## config.mk

```make
export PLATFORM = sky130hd
export DESIGN_NAME = inst_fetch_queue
export DESIGN_NICKNAME = d
export VERILOG_FILES = /design/src/rtl/inst_fetch_queue_pkg.sv /design/src/rtl/inst_fetch_queue_fifo.sv /design/src/rtl/inst_fetch_queue.sv
export SDC_FILE = /design/constraint.sdc
export NUM_CORES = 1
export LEC_CHECK = 0
export ABC_CLOCK_PERIOD_IN_PS = 6000
export BUFFER_PORTS_ARGS = -buffer_cell sky130_fd_sc_hd__buf_2
export CORE_MARGIN = 4
export CORE_UTILIZATION = 50
export CTS_BUF_LIST = sky130_fd_sc_hd__clkbuf_4 sky130_fd_sc_hd__clkbuf_8
export DETAILED_ROUTE_END_ITERATION = 8
export PLACE_DENSITY = 0.71
export RECOVER_POWER = 100
export SYNTH_ARGS = -nofsm -noshare
export SYNTH_HDL_FRONTEND = slang
export SYNTH_HIERARCHICAL = 1
export SYNTH_SLANG_ARGS = --single-unit
```

## constraint.sdc

```tcl
create_clock -name clk -period 6 [get_ports clk]
set_clock_uncertainty 0.1 [all_clocks]
set_input_delay 0.9 -clock clk [delete_from_list [all_inputs] [get_ports clk]]
set_output_delay 0.9 -clock clk [all_outputs]
set_load 0.05 [all_outputs]
```

## src/rtl/inst_fetch_queue_pkg.sv

```systemverilog
// Shared constants, fetch FSM encoding and fetch-entry layout for inst_fetch_queue.
// An entry is packed as {pred, pc, inst}: inst in [XLEN-1:0], pc in [2*XLEN-1:XLEN], pred at bit 2*XLEN.
package inst_fetch_queue_pkg;

  localparam logic HIGH  = 1'b1;
  localparam logic LOW   = 1'b0;
  localparam logic TRUE  = 1'b1;
  localparam logic FALSE = 1'b0;

  localparam logic [6:0] OPCODE_JAL = 7'b1101111;

  typedef enum logic {
    IDLE = 1'b0,
    WAIT = 1'b1
  } fetch_state_t;

  function automatic int entry_width(input int xlen);
    return 2 * xlen + 1;
  endfunction

endpackage

```

## src/rtl/inst_fetch_queue_fifo.sv

```systemverilog
// Circular buffer of DEPTH entries with push, pop, flush and occupancy count.
// Latency: a push is visible at the head on the next cycle; the caller must never push when full or pop when empty.
module fetch_queue_fifo #(
  parameter int WIDTH = 65,
  parameter int DEPTH = 4
) (
  input  logic                       clk,
  input  logic                       rst,
  input  logic                       push,
  input  logic [WIDTH-1:0]           push_data,
  input  logic                       pop,
  input  logic                       flush,
  output logic [WIDTH-1:0]           head_data,
  output logic [$clog2(DEPTH+1)-1:0] count
);

  localparam int AW = $clog2(DEPTH);
  localparam int CW = $clog2(DEPTH + 1);

  logic [WIDTH-1:0] mem [DEPTH];
  logic [AW-1:0]    wr_ptr;
  logic [AW-1:0]    rd_ptr;

  // Storage carries no reset; only pointers and count define validity.
  always_ff @(posedge clk) begin
    if (push) mem[wr_ptr] <= push_data;
  end

  always_ff @(posedge clk or posedge rst) begin
    if (rst) begin
      wr_ptr <= '0;
      rd_ptr <= '0;
      count  <= '0;
    end else if (flush) begin
      wr_ptr <= '0;
      rd_ptr <= '0;
      count  <= '0;
    end else begin
      if (push) wr_ptr <= wr_ptr + AW'(1);
      if (pop)  rd_ptr <= rd_ptr + AW'(1);
      case ({push, pop})
        2'b10:   count <= count + CW'(1);
        2'b01:   count <= count - CW'(1);
        default: count <= count;
      endcase
    end
  end

  assign head_data = mem[rd_ptr];

endmodule

```

## src/rtl/inst_fetch_queue.sv

```systemverilog
// Prefetching instruction fetch unit: I-cache requests feed a QUEUE_DEPTH FIFO drained one instruction per cycle to issue.
// Latency: hit pushed at its edge, issued one edge later; issue_stall blocks pops only, full queue blocks fetch; IF_JAL_PREDICT_EN enables JAL redirect.
module inst_fetch_queue
  import inst_fetch_queue_pkg::*;
#(
  parameter int              XLEN        = 32,
  parameter int              QUEUE_DEPTH = 4,
  parameter logic [XLEN-1:0] RESET_PC    = '0
) (
  input  logic                             clk,
  input  logic                             rst,
  input  logic                             rdy,
  output logic                             pc_send_enable,
  output logic [XLEN-1:0]                  pc_to_ic,
  input  logic                             inst_get_ready,
  input  logic [XLEN-1:0]                  inst_from_ic,
  output logic                             inst_send_enable,
  output logic [XLEN-1:0]                  inst_to_issue,
  output logic [XLEN-1:0]                  pc_to_issue,
  output logic                             pred_taken_to_issue,
  input  logic                             issue_stall,
  input  logic                             jump_flag,
  input  logic [XLEN-1:0]                  target_pc,
  output logic [$clog2(QUEUE_DEPTH+1)-1:0] queue_count
);

  localparam int EW = entry_width(XLEN);
  localparam int CW = $clog2(QUEUE_DEPTH + 1);
  localparam logic [CW-1:0] DEPTH_C = CW'(QUEUE_DEPTH);

  fetch_state_t    state, state_nxt;
  logic [XLEN-1:0] pc, pc_nxt;
  logic [XLEN-1:0] pc_to_ic_nxt;
  logic            pc_send_nxt;
  logic            inst_send_nxt;
  logic [XLEN-1:0] inst_iss_nxt, pc_iss_nxt;
  logic            pred_iss_nxt;
  logic            push, pop, flush;
  logic [EW-1:0]   push_data, head;
  logic [XLEN-1:0] next_pc;
  logic            pred;

`ifdef IF_JAL_PREDICT_EN
  logic [XLEN-1:0] jal_off;
  assign jal_off = {{(XLEN-20){inst_from_ic[31]}}, inst_from_ic[19:12], inst_from_ic[20],
                    inst_from_ic[30:21], 1'b0};
  assign pred    = (inst_from_ic[6:0] == OPCODE_JAL);
  assign next_pc = pred ? pc + jal_off : pc + XLEN'(4);
`else
  assign pred    = LOW;
  assign next_pc = pc + XLEN'(4);
`endif

  assign push_data = {pred, pc, inst_from_ic};

  fetch_queue_fifo #(
    .WIDTH (EW),
    .DEPTH (QUEUE_DEPTH)
  ) u_fifo (
    .clk       (clk),
    .rst       (rst),
    .push      (push),
    .push_data (push_data),
    .pop       (pop),
    .flush     (flush),
    .head_data (head),
    .count     (queue_count)
  );

  always_comb begin
    state_nxt     = state;
    pc_nxt        = pc;
    pc_to_ic_nxt  = pc_to_ic;
    pc_send_nxt   = pc_send_enable;
    inst_send_nxt = LOW;
    inst_iss_nxt  = inst_to_issue;
    pc_iss_nxt    = pc_to_issue;
    pred_iss_nxt  = pred_taken_to_issue;
    push          = LOW;
    pop           = LOW;
    flush         = LOW;

    if (!rdy) begin
      pc_send_nxt = LOW;
    end else if (jump_flag) begin
      pc_nxt      = target_pc;
      state_nxt   = IDLE;
      flush       = HIGH;
      pc_send_nxt = LOW;
    end else begin
      case (state)
        IDLE: begin
          // Occupancy before this cycle's pop, so a full queue never accepts a push.
          if (queue_count < DEPTH_C) begin
            pc_to_ic_nxt = pc;
            pc_send_nxt  = HIGH;
            state_nxt    = WAIT;
          end else begin
            pc_send_nxt = LOW;
          end
        end
        WAIT: begin
          if (inst_get_ready) begin
            push        = HIGH;
            pc_nxt      = next_pc;
            pc_send_nxt = LOW;
            state_nxt   = IDLE;
          end else begin
            pc_send_nxt = HIGH;
          end
        end
        default: state_nxt = IDLE;
      endcase

      if ((queue_count != '0) && !issue_stall) begin
        pop           = HIGH;
        inst_send_nxt = HIGH;
        inst_iss_nxt  = head[XLEN-1:0];
        pc_iss_nxt    = head[2*XLEN-1:XLEN];
        pred_iss_nxt  = head[EW-1];
      end
    end
  end

  always_ff @(posedge clk or posedge rst) begin
    if (rst) begin
      state               <= IDLE;
      pc                  <= RESET_PC;
      pc_to_ic            <= '0;
      pc_send_enable      <= LOW;
      inst_send_enable    <= LOW;
      inst_to_issue       <= '0;
      pc_to_issue         <= '0;
      pred_taken_to_issue <= LOW;
    end else begin
      state               <= state_nxt;
      pc                  <= pc_nxt;
      pc_to_ic            <= pc_to_ic_nxt;
      pc_send_enable      <= pc_send_nxt;
      inst_send_enable    <= inst_send_nxt;
      inst_to_issue       <= inst_iss_nxt;
      pc_to_issue         <= pc_iss_nxt;
      pred_taken_to_issue <= pred_iss_nxt;
    end
  end

endmodule

```

-- Word level (Yosys, flattened, before mapping)
Memories as Yosys holds them, arrays and structs flattened. A register that Yosys moved wholly into a read port is not among the register bits.
Index checks and enable logic that the tools add are counted.
W data, S select, Z words.
- register bits: 75
- RAM bits: 256
- output and inout bits: 102
- memories kept: 1
- memory list (name ; depth ; width ; read ports ; clocked after Yosys merged registers in ; write ports ; line ; source):
    u_fifo.mem ; 4 ; 64 ; 1 ; 1 ; 1 ; inst_fetch_queue_fifo.sv:20 ; logic [WIDTH-1:0] mem [DEPTH];
- $add $sub $neg: 5
- $lt $le $gt $ge: 1
- eq/ne operators: 2
- multiplexer cells: 25
- bitwise operators: 2
- reductions and logical operators: 11
- operator list (operator ; count):
    $mux W32 ; 3
    $add A32 B3 Y32 const B ; 1
    $mux W1 ; 15
    $mux W2 ; 4
    $reduce_bool A2 Y1 ; 4
    $pmux W3 S2 ; 1
    $reduce_and A3 Y1 ; 2
    $reduce_bool A3 Y1 ; 2
    $add A2 B1 Y2 const B ; 2
    $reduce_and A4 Y1 ; 1
    $add A3 B1 Y3 const B ; 1
    $lt A3 B3 Y1 const B ; 1
    $mux W3 ; 1
    $sub A3 B1 Y3 const B ; 1
    $eq A2 B1 Y1 const B ; 1
    $eq A2 B2 Y1 const B ; 1
    $not A1 Y1 ; 2
    $pmux W1 S2 ; 1
    $logic_and A1 B1 Y1 ; 1
    $logic_not A1 Y1 ; 1

-- Depth between registers and ports, before layout
Gate-level depths: netlist of run 1.
- word-level depth: 8
- depth in mapped cells: 11
- depth with buffers taken out: 8

-- Cells and area by module
Netlist of run 1, hierarchy kept.
- by module, submodules not included (module ; instances ; cells an instance ; area each (um^2) ; seq. area each (um^2)):
    fetch_queue_fifo ; 1 ; 380 ; 9834.4 ; 7982.7
    inst_fetch_queue ; 1 ; 473 ; 5859.4 ; 3303.2

-- Worst setup path before layout of run 1
Ideal clock, no wire load.
- path type: input-to-reg
- from: input jump_flag
- to: memory u_fifo/mem[0][0] in the netlist's numbering (enable)
- arrival: 3.435 ns
- path slack: 2.035 ns
- stages: 7
- path buffers: 3
- cells stage by stage: buf_2 > inv_1 > clkbuf_1 > nand3_1 > inv_1 > buf_2 > and2_1
- cells in the longest elaborated chain, start to end: 4
- RTL lines (what ; line ; source):
    start: declaration ; inst_fetch_queue.sv:22 ; input logic jump_flag,
    $mux W1 ; inst_fetch_queue.sv:85 ; end else if (jump_flag) begin
    $mux W1 ; inst_fetch_queue.sv:83 ; if (!rdy) begin
    via push ; inst_fetch_queue.sv:38 ; logic push, pop, flush;
    $mux W1 ; inst_fetch_queue_fifo.sv:26 ; if (push) mem[wr_ptr] <= push_data;
    $mux W1 (not written as such) ; inst_fetch_queue_fifo.sv:26 ;
    end: declaration ; inst_fetch_queue_fifo.sv:20 ;
The timed path passes the listed nets, and every way through them passes these cells.

-- Final worst setup path of run 1
- from: input jump_flag
- to: register pc_to_ic[22]
- cells in the longest elaborated chain, start to end: 2
- RTL lines (what ; line ; source):
    $not A1 Y1 (no source line) ; n/a ;
    $reduce_and A4 Y1 (no source line) ; n/a ;
    end signal: assignment ; inst_fetch_queue.sv:138 ; pc_to_ic <= pc_to_ic_nxt;
    end: declaration ; inst_fetch_queue.sv:14 ; output logic [XLEN-1:0] pc_to_ic,
No other way between the ends.
A chain may end at the register's enable or synchronous reset.

==> flow_summary_export.csv, run 1 <==
group,metric,value,unit
grt,grt_max_degree,91,
timing,fin_crit_sh,70.18,%
worst_setup_path,r2r_end,"u_fifo/mem[1][46]",
logic_synthesis,synth-edff-count,260,
grt,use_met2,30.81,%
grt,overflow,0,
logic_synthesis,synthDominantCellAreaShare,49.75,%
clock_network,clk_latency,0.57,ns
logic_synthesis,ys_seq_area_share,71.91,%
grt,antenna_found_initial,1,
floorplanning,die_h,185.2,µm
clock_network,cts-hold-fix-buffers,0,
layout,fin_cells,1507,
floorplanning,pin_count,172,
placement,portBuffers,171,
floorplanning,dieArea,34290,µm²
timing,fin_crit,4.211,ns
worst_setup_path,cp_num_buf_inv,3,
logic_synthesis,yosysMostFrequentCell,"edfxtp_1",
timing,rsz0062_at_grt,"false",
route,drtAntennaViolNets,0,
worst_setup_path,startpoint_type,"input pin",
clock_network,cts_tree,"yes",
route,via_count,8645,
worst_setup_path,cp_cell_sequence,"clkbuf_1 -> clkbuf_1 -> nand2b_1 -> nor3_4 -> clkbuf_1 -> mux2_2",
worst_setup_path,cp.required,6.33,ns
logic_synthesis,yosys-top-cells-count,"260 x edfxtp_1, 139 x dfrtp_1, 98 x mux2_2",
job,maxCapViolCount,6,
clock_network,post_cts_buffers,0,
clock_network,cts_made_buffers,66,
logic_synthesis,syn_area,15690,µm²
worst_setup_path,slowest_delay,1.10,ns
worst_setup_path,r2r_start,"state",
route,drt_iter0_markers,793,
layout,nets,1135,
logic_synthesis,synth_top_cell_by_area,"edfxtp_1",
grt,grt_pass1_wl,51270,µm
route,wirelength,32560,µm
logic_synthesis,yosys_warnings,6,
power_and_ir_drop,power.leakage,6.403,nW
floorplanning,initial_core_util,51.04,%
grt,grt_usage,19.46,%
logic_synthesis,synth-async-reset-ratio,34.84,%
logic_synthesis,ys_seq_elements,399,
timing,worst_slew_pin_slew,4.120,ns
floorplanning,rows,64,
timing,maxSlewHeadroom,-176.2,%
power_and_ir_drop,p_per_area,458.0,nW/µm²
worst_setup_path,cp_top_family,"buffers and inverters",
power_and_ir_drop,vdd_drop_max,0.0003539,V
grt,grt_use_met1,27.59,%
logic_synthesis,synthCells,853,
route,first_pass_iters,5,
layout,area_growth,14.64,%
route,viasPerCell,5.737,
timing,setup_viol,0,
layout,fillers,2419,
route,wire_per_inst,21.61,µm
placement,gp_congestion,0.8723,
layout,multi_input_area,4099,µm²
worst_setup_path,crit_arrival,4.54,ns
floorplanning,die_w,185.2,µm
timing,tns,0,ns
clock_network,cts_buffer_depth,3,
grt,use_met3,4.595,%
worst_hold_path,hold_path_class,"input pin to asynchronous set/reset pin",
clock_network,clk_pin_slew,0.06,ns
grt,grt.busiest_layer,"met2",
worst_setup_path,cp_slowest_cell,"clkbuf_1",
logic_synthesis,synth_cell_types,63,
worst_setup_path,cp_max_fo,54,
worst_setup_path,reg2reg_slack,2.68,ns
worst_setup_path,cp_common_cell,"clkbuf_1",
clock_network,root_buffer,"clkbuf_8",
worst_setup_path,r2r_cells,4,
worst_setup_path,end_kind,"flop",
logic_synthesis,avgSynthCellArea,18.40,µm²
clock_network,clock-sinks,399,
layout,register_area,11290,µm²
logic_synthesis,synth-main-ff-cell,"edfxtp_1",
placement,dp.cells,1387,
logic_synthesis,ys_top_cells_by_area,"edfxtp_1 50%, dfrtp_1 22%, mux4_2 9.3%, mux2_2 7.0%, o21ai_0 0.89%",
layout,drive_gt1_share,30.18,%
timing,hold_violations,0,
status,violations,"max-capacitance violations, max-slew violations",
clock_network,htreeDepth,3,
placement,dp_hpwl,19450,µm
clock_network,ctsResizeCount,0,
grt,grt_pass1_vias,8936,
route,drc,0,
timing,max_clock_freq,237.5,MHz
status,status,"complete, but fails checks",
floorplanning,core,30750,µm²
worst_setup_path,critical_path_class,"input pin to flop",
timing,slew_violations,367,
state kept, by name, summed over array words and instances, names as in the netlist, 2 cells and up:
name and flops:
pc 32, u_fifo/wr_ptr 2, pc_to_ic 32, pc_to_issue 32, inst_to_issue 32, u_fifo/rd_ptr 2
u_fifo/mem 260, u_fifo/count 3
cell type report:
class	instances	area share, %
Clock buffer	99	6.809
Multi-Input combinational cell	403	22.78
Sequential cell	399	62.77
Antenna cell	1	0.01391
Timing Repair Buffer	177	3.999
Clock inverter	20	0.6120
Inverter	12	0.2573
Tap cell	396	2.754
cells in the final DEF (no fill, tap or decap), drive strengths merged, types with 4 or more instances in the layout:
cell type	n
and2	5
or3	4
clkinv	15
nand4	9
nand3	19
a22oi	6
ha	5
nand2	25
edfxtp	260
and3	9
mux2i	5
inv	14
conb	4
nor2b	4
a21oi	17
dfrtp	139
nor2	28
mux4	65
and4	4
o21ai	30
buf	38
o22ai	4
nor4	6
clkbuf	238
nor3	14
mux2	101
worst register-to-register path, stage by stage, from the launching register on:
cell     delay (ns)
dfrtp_1        0.45
and2_1         0.22
nand3_1        0.13
inv_1          0.44
and2_2         1.52
through the flow:
step | hold WS, ns | total power [mW] | area [µm²] | setup WS [ns] | utilization, %
floorplan | 0.3710 | 5.482 | 15710 | 1.474 | -
global placement | 0.3683 | 6.021 | 16860 | 2.354 | 54.82
detailed placement | 0.3881 | 6.064 | 16860 | 2.263 | 54.82
CTS | 0.1720 | 8.435 | 18190 | 2.837 | 59.16
global route | 0.1478 | 8.631 | 17990 | 1.550 | 58.51
finish | 0.1621 | 8.240 | 17990 | 1.789 | 58.51
cell families (layout without fill, tap and decap cells):
logic type                 Yosys count  count (layout)  synth area share, %
and+or+nand+nor                    135             135                4.935
buffers and inverters               54             308                2.089
DFF                                399             399                71.91
xor gates and xnor gates             5               5               0.2791
adders and majority gates            6               6               0.5262
muxes                              171             171                16.89
other                                1               5              0.02389
AOI/OAI and AO/OA                   82              82                3.340
how the worst max path moves through the flow:
stage,from,to,slack (ns),cells past startpoint
after floorplan,rst,inst_send_enable,1.47,1
after global placement,jump_flag,u_fifo/mem[3][44],2.35,5
after detailed placement,jump_flag,u_fifo/mem[3][44],2.26,5
after CTS,jump_flag,u_fifo/mem[3][55],2.84,5
after global routing,jump_flag,pc_to_ic[21],1.55,6
final,jump_flag,pc_to_ic[22],1.79,6
where the power goes:
part	switching (mW)	internal, mW
sequential	0.372	3.34
clock	1.04	1.31
combinational	1.56	0.613
per-layer routing:
| layer | vias to the layer above | wire length [µm] |
|---|---|---|
| met2 | 353 | 15690 |
| met5 | - | 0 |
| met4 | 0 | 709 |
| li1 | 3784 | - |
| met3 | 60 | 2488 |
| met1 | 4448 | 13680 |
(Power assumes the default switching activity.)
==> run 2, diff against run 1 <==
--- a/config.mk
+++ b/config.mk
@@ -5,13 +5,14 @@
 export SDC_FILE = /design/constraint.sdc
 export NUM_CORES = 1
 export LEC_CHECK = 0
-export ABC_CLOCK_PERIOD_IN_PS = 6000
+export ABC_AREA = 1
+export ABC_CLOCK_PERIOD_IN_PS = 4300
 export BUFFER_PORTS_ARGS = -buffer_cell sky130_fd_sc_hd__buf_2
 export CORE_MARGIN = 4
 export CORE_UTILIZATION = 50
 export CTS_BUF_LIST = sky130_fd_sc_hd__clkbuf_4 sky130_fd_sc_hd__clkbuf_8
 export DETAILED_ROUTE_END_ITERATION = 8
-export PLACE_DENSITY = 0.71
+export PLACE_DENSITY = 0.7
 export RECOVER_POWER = 100
 export SYNTH_ARGS = -nofsm -noshare
 export SYNTH_HDL_FRONTEND = slang
==> constraint.sdc (replaced) <==
create_clock -name clk -period 4.3 [get_ports clk]
set_clock_uncertainty 0.1 [all_clocks]
set_input_delay 0.645 -clock clk [delete_from_list [all_inputs] [get_ports clk]]
set_output_delay 0.645 -clock clk [all_outputs]
set_load 0.05 [all_outputs]
==> run 2 against run 1 <==
Against the previous run: the flow still finishes with violations (max-capacitance violations, max-slew violations); sequential power grew 33%; via count is 31% higher; worst setup slack worse by 0.63 ns; power up 27%; cell count grew 43%; core utilization shrank 0.82 points.
==> flow_summary_export.csv, run 2 <==
group,metric,value,unit
worst_setup_path,cp_num_buf_inv,4,
logic_synthesis,synth_top_family_by_area,"simple AND/OR/NAND/NOR gates",
timing,maxSlewHeadroom,-70.15,%
power_and_ir_drop,p_clk_share,30.7,%
logic_synthesis,synth-async-reset-ratio,34.84,%
grt,antenna_found_initial,0,
layout,stdcell_area,18820,µm²
clock_network,cts_buffer_depth,3,
worst_setup_path,cp_top_family,"buffers and inverters",
logic_synthesis,syn_area,16610,µm²
logic_synthesis,synthMuxAreaShare,0.06780,%
worst_setup_path,critical_path_class,"input pin to flop",
route,wirelength,37300,µm
power_and_ir_drop,power.leakage,7.470,nW
clock_network,clk_pin_slew,0.06,ns
logic_synthesis,avgSynthCellArea,11.20,µm²
logic_synthesis,ys_seq_elements,399,
worst_setup_path,slowest_delay,1.01,ns
logic_synthesis,yosys.area_share.adder,0.4972,%
power_and_ir_drop,p_per_area,554.6,nW/µm²
route,drtAntennaViolNets,0,
logic_synthesis,synthDominantCellAreaShare,47.01,%
logic_synthesis,synth_cell_types,33,
timing,fin_crit_sh,73.05,%
layout,antenna_cells,0,
logic_synthesis,ys_seq_area_share,67.95,%
layout,nets,1737,
layout,area_growth,13.30,%
clock_network,cts_tree,"yes",
logic_synthesis,synth-edff-count,260,
route,drc,0,
timing,tns,0,ns
power_and_ir_drop,power.internal,6.784,mW
timing,fin_crit,3.141,ns
logic_synthesis,synthCells,1483,
floorplanning,pin_count,172,
placement,dp_hpwl,22300,µm
layout,largest_reg_flops,260,
grt,overflow,0,
placement,placed_area,17740,µm²
placement,gp_congestion,0.8584,
logic_synthesis,synth-compound-area-share,10.69,%
clock_network,clk_latency,0.61,ns
grt,grt_pass1_vias,11180,
layout,top_register,"u_fifo/mem",
route,wire_per_inst,17.30,µm
logic_synthesis,yosys_warnings,6,
status,violations,"max-capacitance violations, max-slew violations",
status,status,"complete, but fails checks",
worst_setup_path,cp_cell_sequence,"clkbuf_1 -> inv_2 -> nand2_1 -> nor2_1 -> nand2_1 -> inv_1 -> clkbuf_2",
worst_setup_path,startpoint_type,"input pin",
timing,setup_viol,0,
floorplanning,rows,66,
worst_setup_path,end_kind,"flop",
clock_network,ctsResizeCount,0,
clock_network,cts-hold-fix-buffers,1,
floorplanning,die_h,190.3,µm
logic_synthesis,yosys-top-cells-count,"389 x nand2_1, 260 x edfxtp_1, 168 x o21ai_0",
job,maxCapViolCount,1,
clock_network,root_buffer,"clkbuf_8",
logic_synthesis,yosys.area_share.xor_xnor,0,%
power_and_ir_drop,vdd_drop_max,0.0003016,V
logic_synthesis,yosysMostFrequentCell,"nand2_1",
layout,final_cell_mix,"390 x nand2_1, 260 x edfxtp_1, 176 x o21ai_0, 167 x nor2_1",
floorplanning,core,32620,µm²
worst_setup_path,cp_max_fo,45,
power_and_ir_drop,sequentialPowerShare,47.2,%
timing,hold_violations,0,
timing,max_clock_freq,318.4,MHz
logic_synthesis,synth_top_cell_by_area,"edfxtp_1",
timing,worst_slew_pin_slew,2.547,ns
worst_hold_path,hold_path_class,"input pin to flop",
logic_synthesis,ys_top_cells_by_area,"edfxtp_1 47%, dfrtp_1 21%, nand2_1 8.8%, o21ai_0 5.1%, nor2_1 3.8%",
floorplanning,initial_core_util,50.92,%
worst_setup_path,reg2reg_slack,1.60,ns
worst_setup_path,cp_common_cell,"nand2_1",
logic_synthesis,yosys.area_share.simple,16.25,%
timing,hold_ws,0.1919,ns
power_and_ir_drop,p_comb_share,22.1,%
route,viasPerCell,5.259,
worst_setup_path,cp_slowest_cell,"clkbuf_2",
route,first_pass_iters,5,
grt,grt_usage,20.36,%
floorplanning,die_w,190.3,µm
floorplanning,dieArea,36200,µm²
layout,drive_gt1_share,14.00,%
layout,final_common_cell,"nand2_1",
clock_network,htreeDepth,2,
route,drt_iter0_markers,1029,
clock_network,clock-sinks,399,
logic_synthesis,synth-main-ff-cell,"edfxtp_1",
timing,slew_violations,112,
worst_setup_path,cp.required,4.40,ns
worst_setup_path,crit_arrival,3.24,ns
grt,grt_max_degree,112,
grt,grt_pass1_wl,59320,µm
route,via_count,11340,
clock_network,post_cts_buffers,0,
power_and_ir_drop,swShare,35.00,%
power_and_ir_drop,switching_power,3.652,mW
clock_network,cts_made_buffers,61,
timing,rsz0062_at_grt,"false",
placement,portBuffers,171,
-- run 2: cell types whose count changed in the layout (fill, tap and decap cells not counted), sizes merged, moves of 11 or more --
cell	delta
mux4	-65
nand2	+367
inv	+61
nand3	+11
mux2	-100
nor2	+174
o22ai	+63
o21ai	+170
-- run 2: area by class of cell --
cell class	instances	area (µm²)
clock inverters	22	165.2
fillers	2751	13800
multi-input cells	937	4574
well taps	442	553.0
inverters	74	286.5
repair buffers	188	829.5
flip-flops and latches	399	11290
clock buffers	94	1119
-- run 2: final timing paths --
path | start | cells past startpoint | end
min reg2reg | inst_to_issue[16] | 2 | inst_to_issue[16]
max | jump_flag | 7 | u_fifo/mem[0][10]
min | target_pc[0] | 3 | pc[0]
min in group asynchronous | rst | 3 | u_fifo/rd_ptr[1]
max in group asynchronous | rst | 4 | pc_to_issue[23]
max reg2reg | u_fifo/count[2] | 11 | u_fifo/count[1]
-- run 2: routing by layer --
layer	GRT usage, %	up-vias	part of all wire, %
met3	3.625	74	7.4
met2	31.95	444	45
li1	-	5411	-
met4	6.740	0	2.8
met5	0	-	0
met1	29.20	5409	44
-- run 2: kinds of logic after synthesis --
family | after synthesis
AOI/OAI and AO/OA | 292
DFF | 399
buffers and inverters | 150
muxes | 1
and+or+nand+nor | 634
adders and majority gates | 6
other | 1
-- run 2: power by group through the flow --
stage	Sequential [mW]	Combinational (mW)	Clock, mW
2_1_floorplan	6.03	0.716	0
3_3_place_gp	4.97	2.40	0
3_5_place_dp	4.98	2.43	0
4_1_cts	4.91	2.43	3.28
5_1_grt	4.98	2.49	3.47
6_report	4.92	2.31	3.21
-- run 2: through the flow --
stage               power [mW]  std cells  utilization, %  setup slack (ns)
floorplan                6.746       1486               -           0.02895
global placement         7.372       2039           54.39             1.530
detailed placement       7.404       2039           54.39             1.476
CTS                      10.62       2156           58.35             1.714
global route             10.93       2156           57.69            0.8145
finish                   10.44       2156           57.69             1.159
-- run 2: tightest hold or removal path, delay by kind of cell --
family / cells / cell delay [ns]
compound gates: 1 / 0.06
simple gates: 1 / 0.04
buf+inv: 1 / 0.08
==> run 3, diff against run 2 <==
--- a/config.mk
+++ b/config.mk
@@ -5,14 +5,14 @@
 export SDC_FILE = /design/constraint.sdc
 export NUM_CORES = 1
 export LEC_CHECK = 0
-export ABC_AREA = 1
-export ABC_CLOCK_PERIOD_IN_PS = 4300
+export ABC_AREA = 0
+export ABC_CLOCK_PERIOD_IN_PS = 2530
 export BUFFER_PORTS_ARGS = -buffer_cell sky130_fd_sc_hd__buf_2
 export CORE_MARGIN = 4
 export CORE_UTILIZATION = 50
 export CTS_BUF_LIST = sky130_fd_sc_hd__clkbuf_4 sky130_fd_sc_hd__clkbuf_8
 export DETAILED_ROUTE_END_ITERATION = 8
-export PLACE_DENSITY = 0.7
+export PLACE_DENSITY = 0.73
 export RECOVER_POWER = 100
 export SYNTH_ARGS = -nofsm -noshare
 export SYNTH_HDL_FRONTEND = slang
==> constraint.sdc (replaced) <==
create_clock -name clk -period 2.53 [get_ports clk]
set_clock_uncertainty 0.1 [all_clocks]
set_input_delay 0.3795 -clock clk [delete_from_list [all_inputs] [get_ports clk]]
set_output_delay 0.3795 -clock clk [all_outputs]
set_load 0.05 [all_outputs]
==> run 3 against run 2 <==
Against the previous run: the flow now finishes without violations; die area is 5.3% lower; combinational power is 140% higher; via count is 22% lower; clock power is 82% higher; global-route usage is 0.53 points lower; first-iteration DRC count is 38% lower.
==> flow_summary_export.csv, run 3 (synthesis results as in run 1) <==
group,metric,value,unit
power_and_ir_drop,finalPower,19.90,mW
floorplanning,die_w,185.2,µm
route,via_count,8816,
worst_setup_path,crit_arrival,2.41,ns
clock_network,clk_pin_slew,0.06,ns
floorplanning,core,30750,µm²
worst_setup_path,cp_max_fo,28,
floorplanning,initial_core_util,51.04,%
status,status,"finished, final reports clean",
timing,setup_viol,0,
grt,grt_pass1_wl,52640,µm
route,first_pass_iters,6,
timing,maxSlewHeadroom,25.10,%
route,drc,0,
layout,drive_gt1_share,30.46,%
timing,max_clock_freq,427.4,MHz
placement,placed_area,17290,µm²
worst_setup_path,critical_path_class,"flop to flop",
clock_network,cts_made_buffers,67,
clock_network,post_cts_buffers,0,
floorplanning,rows,64,
worst_setup_path,slowest_delay,0.66,ns
placement,pre_cts_ws,0.1481,ns
timing,worst_slew_pin_slew,1.123,ns
power_and_ir_drop,vdd_drop_max,0.0009206,V
floorplanning,dieArea,34290,µm²
route,wire_per_inst,21.09,µm
clock_network,cts_tree,"yes",
clock_network,clk_latency,0.57,ns
layout,final_common_cell,"edfxtp_1",
worst_setup_path,end_kind,"flop",
clock_network,htreeDepth,3,
route,drtAntennaViolNets,0,
route,wirelength,33340,µm
worst_setup_path,cp_cell_sequence,"and2_0 -> nand3_1 -> inv_2 -> and2_4 -> clkbuf_2",
layout,final_cell_mix,"260 x edfxtp_1, 148 x clkbuf_1, 137 x dfrtp_1, 98 x mux2_2, 74 x clkbuf_8",
power_and_ir_drop,power.leakage,6.736,nW
floorplanning,pin_count,172,
floorplanning,die_h,185.2,µm
layout,area_growth,19.41,%
clock_network,cts_buffer_depth,3,
timing,fin_crit,2.340,ns
worst_setup_path,cp_slowest_cell,"clkbuf_2",
grt,grt_usage,19.82,%
clock_network,root_buffer,"clkbuf_8",
timing,hold_violations,0,
worst_setup_path,reg2reg_slack,0.19,ns
layout,antenna_cells,0,
grt,antenna_found_initial,0,
timing,slew_violations,0,
layout,stdcell_area,18740,µm²
route,drt_iter0_markers,640,
clock_network,clock-sinks,399,
job,maxCapViolCount,0,
route,viasPerCell,5.576,
grt,overflow,0,
layout,largest_reg_flops,260,
placement,portBuffers,171,
timing,fin_crit_sh,92.48,%
timing,tns,0,ns
layout,nets,1208,
timing,rsz0062_at_grt,"false",
grt,grt_max_degree,72,
placement,gp_congestion,0.8603,
layout,top_register,"u_fifo/mem",
placement,dp_hpwl,21130,µm
worst_setup_path,startpoint_type,"flop",
worst_setup_path,cp.required,2.60,ns
grt,grt_pass1_vias,9329,
timing,setup_slack,0.1903,ns
power_and_ir_drop,p_per_area,1062,nW/µm²
worst_hold_path,hold_path_class,"input pin to flop",
## run 3: changes by cell type in the layout (fill, tap and decap cells not counted), moves of 32 or more
cell / previous run / this run
mux2_2: 1 / 98
nor2_1: 167 / 28
mux4_2: 0 / 65
inv_1: 67 / 10
o21ai_0: 176 / 29
nor2_4: 32 / 0
dlygate4sd3_1: 1 / 40
nand2_1: 390 / 25
o22ai_1: 37 / 4
## run 3: metrics by stage
step | util [%] | cells | hold WS, ns
floorplan | - | 856 | 0.08290
global placement | 56.24 | 1419 | 0.2620
detailed placement | 56.24 | 1419 | 0.2652
CTS | 62.07 | 1581 | 0.003984
global route | 60.95 | 1581 | 0.02755
finish | 60.95 | 1581 | 0.03142
## run 3: final timing paths
| kind | cells after the start | endpoint | startpoint |
|---|---|---|---|
| setup / recovery | 5 | u_fifo/mem[0][11] | state |
| hold / removal | 3 | pc[5] | target_pc[5] |
| setup reg to reg | 5 | u_fifo/mem[0][11] | state |
| hold reg to reg | 1 | pc_to_issue[0] | pc_to_issue[0] |
| max in group asynchronous | 4 | pc_to_issue[12] | rst |
| min in group asynchronous | 3 | u_fifo/wr_ptr[0] | rst |
## run 3: critical path: cells and delay by family, from the launching register on
family,cells,cell delay (ns)
buffers and inverters,2,0.88
and+or+nand+nor,3,0.55
DFF,1,0.40
## run 3: repair_timing
item | CTS | global route
resized for setup | 0 | 2
hold buffers | 40 | 0
endpoints found under the hold margin | 160 | 0
endpoints found under the setup margin | 0 | 2
## run 3: final cells by class
class	count	area [µm²]
flip-flops and latches	399	11290
clock inverters	17	142.6
clock buffers	105	1251
well taps	396	495.5
fillers	2366	12010
inverters	12	46.29
repair buffers	249	1419
multi-input cells	403	4093
## run 3: power breakdown
| part | leakage [nW] | total, mW | internal, mW | switching, mW |
|---|---|---|---|---|
| clock network | 0.740 | 5.83 | 3.36 | 2.47 |
| registers | 4.04 | 8.63 | 7.92 | 0.705 |
| logic | 1.96 | 5.44 | 1.54 | 3.91 |
## run 3: layer usage
| layer | share of wire [%] | global-route usage [%] | wire length [µm] | vias to the layer above |
|---|---|---|---|---|
| li1 | - | - | - | 3940 |
| met1 | 43 | 28.09 | 14350 | 4513 |
| met2 | 49 | 31.99 | 16240 | 313 |
| met3 | 6.6 | 3.947 | 2189 | 50 |
| met4 | 1.7 | 5.432 | 554 | 0 |
| met5 | 0 | 0 | 0 | - |
